==> src/rtl/accum33_frame.sv <==
// Streaming signed accumulator into a 33-bit sum, one result per frame over valid/ready.
// Define ACCUM33_SAT_EN to saturate on overflow instead of zeroing the running sum.
module accum33_frame #(
    parameter int unsigned DATA_W    = 32,
    parameter int unsigned FRAME_LEN = 16,
    parameter int unsigned CNT_W     = 8
) (
    input  logic              clk,
    input  logic              rst,
    input  logic              in_valid,
    output logic              in_ready,
    input  logic [DATA_W-1:0] in_data,
    input  logic              flush,
    output logic              out_valid,
    input  logic              out_ready,
    output logic [32:0]       out_sum,
    output logic              out_ovf,
    output logic [CNT_W-1:0]  out_count
);

    typedef enum logic {StAcc, StHold} state_e;

    state_e             state_q, state_d;
    logic [32:0]        sum_q, sum_d;
    logic               ovf_q, ovf_d;
    logic [CNT_W-1:0]   count_q, count_d;

    logic [32:0]        addend;
    logic [32:0]        raw_sum;
    logic               add_ovf;
    logic               accept;
    logic [CNT_W-1:0]   count_inc;
    logic [32:0]        ovf_sum;

    assign addend    = {{(33 - DATA_W){in_data[DATA_W-1]}}, in_data};
    assign raw_sum   = sum_q + addend;
    assign add_ovf   = (sum_q[32] == addend[32]) & (raw_sum[32] != sum_q[32]);
    assign accept    = in_valid & (state_q == StAcc);
    assign count_inc = count_q + CNT_W'(1);

`ifdef ACCUM33_SAT_EN
    // Clamp toward the sign of the pre-add sum.
    assign ovf_sum = sum_q[32] ? 33'h1_0000_0000 : 33'h0_FFFF_FFFF;
`else
    assign ovf_sum = 33'h0;
`endif

    always_comb begin
        state_d = state_q;
        sum_d   = sum_q;
        ovf_d   = ovf_q;
        count_d = count_q;
        unique case (state_q)
            StAcc: begin
                if (accept) begin
                    sum_d   = add_ovf ? ovf_sum : raw_sum;
                    ovf_d   = ovf_q | add_ovf;
                    count_d = count_inc;
                    if (count_inc == CNT_W'(FRAME_LEN) || flush) begin
                        state_d = StHold;
                    end
                end else if (flush && count_q != '0) begin
                    state_d = StHold;
                end
            end
            StHold: begin
                if (out_ready) begin
                    state_d = StAcc;
                    sum_d   = '0;
                    ovf_d   = 1'b0;
                    count_d = '0;
                end
            end
            default: state_d = StAcc;
        endcase
    end

    always_ff @(posedge clk) begin
        if (rst) begin
            state_q <= StAcc;
            sum_q   <= '0;
            ovf_q   <= 1'b0;
            count_q <= '0;
        end else begin
            state_q <= state_d;
            sum_q   <= sum_d;
            ovf_q   <= ovf_d;
            count_q <= count_d;
        end
    end

    assign in_ready  = (state_q == StAcc);
    assign out_valid = (state_q == StHold);
    assign out_sum   = sum_q;
    assign out_ovf   = ovf_q;
    assign out_count = count_q;

endmodule

==> config.mk <==
export PLATFORM = sky130hd
export DESIGN_NAME = accum33_frame
export DESIGN_NICKNAME = d
export VERILOG_FILES = /design/src/rtl/accum33_frame.sv
export SDC_FILE = /design/constraint.sdc
export NUM_CORES = 1
export LEC_CHECK = 0
export CAP_MARGIN = 20
export CORE_MARGIN = 8
export CORE_UTILIZATION = 45
export CTS_CLUSTER_DIAMETER = 60
export DETAILED_ROUTE_END_ITERATION = 6
export PLACE_DENSITY = 0.7
export SYNTH_ARGS = -nofsm -noshare
export SYNTH_HDL_FRONTEND = slang
export SYNTH_SLANG_ARGS = --single-unit
==> constraint.sdc <==
create_clock -name clk -period 3.6 [get_ports clk]
set_input_delay 0.36 -clock clk [delete_from_list [all_inputs] [get_ports clk]]
set_output_delay 0.36 -clock clk [all_outputs]
set_load 0.005 [all_outputs]
# Word-level counts from Yosys, hierarchy flattened
# Index checks and enable logic that the tools add are counted.
[op_classes]
n_eq_ne = 5
bitwise = 4
mux = 15
reduce_logical = 4
n_addsub = 2
[ops]
columns = ["op", "count"]
rows = [
  ["$mux 33", 3],
  ["$pmux 33 s2", 1],
  ["$add 33x33->33", 1],
  ["$mux 8", 2],
  ["$pmux 8 s2", 1],
  ["$add 8x1->8 const B", 1],
  ["$eq 8x5->1 const B", 1],
  ["$reduce_bool 8->1", 1],
  ["$mux 1", 6],
  ["$pmux 1 s2", 2],
  ["$and 1x1->1", 2],
  ["$ne 2x1->1 const B", 1],
  ["$ne 2x2->1 const B", 1],
  ["$reduce_and 2->1", 1],
  ["$eq 1x1->1", 1],
  ["$logic_and 1x1->1", 1],
  ["$logic_or 1x1->1", 1],
  ["$ne 1x1->1", 1],
  ["$not 1->1", 1],
  ["$or 1x1->1", 1],
]
[word_totals]
register_bits = 43
out_inout_bits = 44
input_bits = 37
elab_cells = 34

# Depth between registers and ports, before layout
[depth]
depth_word = 6
depth_mapped = 11

# Least setup slack after synthesis
# No wires, ideal clock.
[synth_timing]
path_kind = "input to register"
from = "in in_data[0]"
to = "reg sum_q[11] (netlist: out_sum[11])"
slack_ns = 0.783
cell_stages = 11
arrival_time_ns = 2.689
t_required_ns = 3.472
setup_ns = 0.128
cell_sequence = "ha_1 > fa_1 > a211oi_1 > o211ai_1 > a31oi_1 > a21oi_1 > or3_4 > o211a_4 > buf_6 > a22oi_2 > nor2_1"
[synth_via]
elab_chain_len = 6
[synth_lines]
columns = ["item", "line_no", "rtl"]
rows = [
  ["start: declaration", "12", "input logic [DATA_W-1:0] in_data,"],
  ["$add 33x33->33 (*)", "36", "assign raw_sum = sum_q + addend;"],
  ["$ne 1x1->1", "37", "assign add_ovf = (sum_q[32] == addend[32]) & (raw_sum[32] != sum_q[32]);"],
  ["$and 1x1->1", "37", ""],
  ["$mux 33 (*)", "56", "sum_d = add_ovf ? ovf_sum : raw_sum;"],
  ["$mux 33 (*)", "55", "if (accept) begin"],
  ["$pmux 33 s2 (*)", "53", "unique case (state_q)"],
  ["end signal: assignment", "86", "sum_q <= sum_d;"],
  ["end: declaration", "24", "logic [32:0] sum_q, sum_d;"],
]
# Every way passes the cells marked *; elsewhere a longest branch is shown, timed or not. The select of a mux whose other input is x is not followed.
# A chain may end at the register's enable or synchronous reset.

# Final worst setup path
[layout_timing]
from = "in in_data[0]"
to = "reg sum_q[10] (netlist: out_sum[10])"
# Same word-level chain as after synthesis.

==> flow_summary.toml <==
[cells_and_area]
final_cell_mix = "clkdlybuf4s50_1 (80), nor2_1 (58), dfxtp_1 (43), a21oi_1 (42), ha_1 (34)"
layout_commonest_cell = "clkdlybuf4s50_1"
final_core_util_pct = 58.65
synthToLayoutAreaGrowth_pct = 28.74
drive_gt1_share_pct = 8.982
diodes = 0
nets = 572

[cts]
insertion_delay_ns = 0.30
cts_tree = "built"
cts.sink_count = 43
cts_root_buffer = "clkbuf_8"
clk_path_buf_depth = 2
postCtsSetupRepairBufs = 0
cts_resized = 0
hold_buffers = 0
clk_pin_slew_ns = 0.09
cts_buffers = 5
cts_max_level = 2

[logic_synthesis]
synthArstFlopShare_pct = 0
synthXorXnorAreaFrac_pct = 6.823
synth_fa_ha_area_share_pct = 12.85
synth_top_family_by_area = "compound AO/OA/AOI/OAI gates"
synth.area.top_cells = "dfxtp_1 (25%), ha_1 (12%), a22oi_2 (7.2%)"
yosys.cell_types.count = 52
yosysWarnings = 0
muxShareOfSynthArea_pct = 0
postSynthCellCount = 425
syn_nets = 497
synth_compound_area_share_pct = 34.44
synth_area_mm2 = 0.003466
synth_edf_count = 0
synth_top_cell_by_area = "dfxtp_1"
synth-seq-area-share_pct = 24.84
synth-seq-cells = 43
synth_ff_type = "dfxtp_1"
yosys.area_share.simple_pct = 17.73
synth_area_per_cell_um2 = 8.155
netlist.area_leader.share_pct = 24.84

[route]
dr_wl_met3_um = 587
wirelength_um = 9696
ant_nets = 0
vias = 3441
drc = 0
drtPass1Iterations = 4
dr.first_iter.drc_count = 159
wl_met1_um = 4597
vias_per_cell = 5.706
wl_per_cell_um = 16.08
highest-signal-layer = "met4"
routed-wl-met2_um = 4417

[pwr]
p_total_mw = 1.766
ir_drop_mv = 0.2001
p_leak_nw = 1.815
powerDensity_mw_per_mm2 = 395.8

[sta]
rsz0062_at_grt = "false"
timing.slew.headroom_pct = 39.33
fin_skew_ns = 0.007393
drv_slew = 0
setup_tns_ns = 0
worst_pin_slew_ns = 0.9072
fmax_ghz = 0.3055
fin_crit_ns = 3.274
setup_viol = 0
hold_viol = 0
period_share_pct = 90.93

[critical_path]
worstSetupPathType = "in -> reg"
crit_chain = "clkdlybuf4s50_1 -> ha_1 -> fa_1 -> a211oi_1 -> o211ai_1 -> a31oi_1 -> a21oi_1 -> or3_4 -> o211a_4 -> a32oi_1 -> nor2_1"
slowest_stage = "fa_1"
crit_fanout = 25
critPathLaunchType = "input pin"
required_ns = 3.75
slowest_delay_ns = 0.43
endpoint_kind = "register"
crit_arrival_ns = 3.43

[floorplanning]
dieArea_mm2 = 0.01077
core.rowCount = 32
design.core.area_mm2 = 0.007607
initial_core_util_pct = 45.56
fp.dieH_um = 103.8
die_w_um = 103.8
ios = 81

[outcome]
status = "finished clean"

[placement]
place_hpwl_um = 7373
place.port_buffers = 80
gp_congestion = 0.8675

[run]
maxCapViolCount = 0

[global_routing]
antenna_found_initial = 0
gr-total-overflow = 0
grt_max_degree = 26
grt_pass1_wl_um = 16330
grt_pass1_vias = 3301
grt_usage_pct = 17.62

[min_path]
min_path_type = "reg -> reg"
-- worst max-delay path: cells and delay by family --
family	cells	cell delay, ns
adder cells (fa/ha/maj)	2	0.67
AO/OA/AOI/OAI	6	1.51
AND/OR/NAND/NOR	2	0.47
buffers and inverters	1	0.40
-- synth_stat cells, drive strengths merged (10+ instances only) --
master   n
nand2   29
nor2    59
xor2    10
ha      34
dfxtp   43
clkbuf  14
a21oi   44
a22oi   26
xnor2   17
and3    10
a211oi  11
o21ai   28
a21o    12
-- power breakdown --
group,internal (mW),leakage [nW],total [mW],switching [mW]
clock,0.175,0.0515,0.346,0.170
combinational,0.409,1.41,0.838,0.429
sequential,0.529,0.352,0.582,0.0534
total,1.11,1.82,1.77,0.653
-- cell families after synthesis --
group                    after synthesis
AO/OA/AOI/OAI                        163
XOR/XNOR                              27
adder cells (fa/ha/maj)               35
buffers and inverters                 24
flip-flops                            43
AND/OR/NAND/NOR                      133
-- cell type report --
cell class | instances | area, um^2
Sequential cell | 43 | 860.8
Tap cell | 102 | 127.6
Timing Repair Buffer | 87 | 853.3
Clock buffer | 8 | 100.1
Fill cell | 703 | 3146
Multi-Input combinational cell | 358 | 2501
Inverter | 5 | 18.77
-- path summary, 6_finish.rpt --
check | start | end | slack (ns) | depth (start not counted)
setup reg to reg | out_sum[0] | out_sum[10] | 0.48 | 10
hold / removal | out_sum[24] | out_sum[24] | 0.49 | 2
setup / recovery | in_data[0] | out_sum[10] | 0.33 | 11
hold reg to reg | out_sum[24] | out_sum[24] | 0.49 | 2
-- metal layers --
layer | vias up | global-route usage (%)
met4 | 0 | 4.137
met5 | - | 0
li1 | 1737 | -
met2 | 106 | 28.87
met3 | 11 | 4.151
met1 | 1587 | 22.72
-- registers in the layout, summed over array words and instances, names as in the netlist --
signal	count
out_sum	33
out_count	8
out_valid	1
out_ovf	1
-- through the flow --
stage          area, um^2  std cells  hold slack, ns  setup WS [ns]
2_1_floorplan        3466        425          0.4601         0.7833
3_5_place_dp         4362        595          0.4774        0.01978
4_1_cts              4462        603          0.4908         0.3289
3_3_place_gp         4362        595          0.4651        0.07015
5_1_grt              4462        603          0.5054         0.1710
6_report             4462        603          0.4886         0.3264
(Power assumes the default switching activity.)
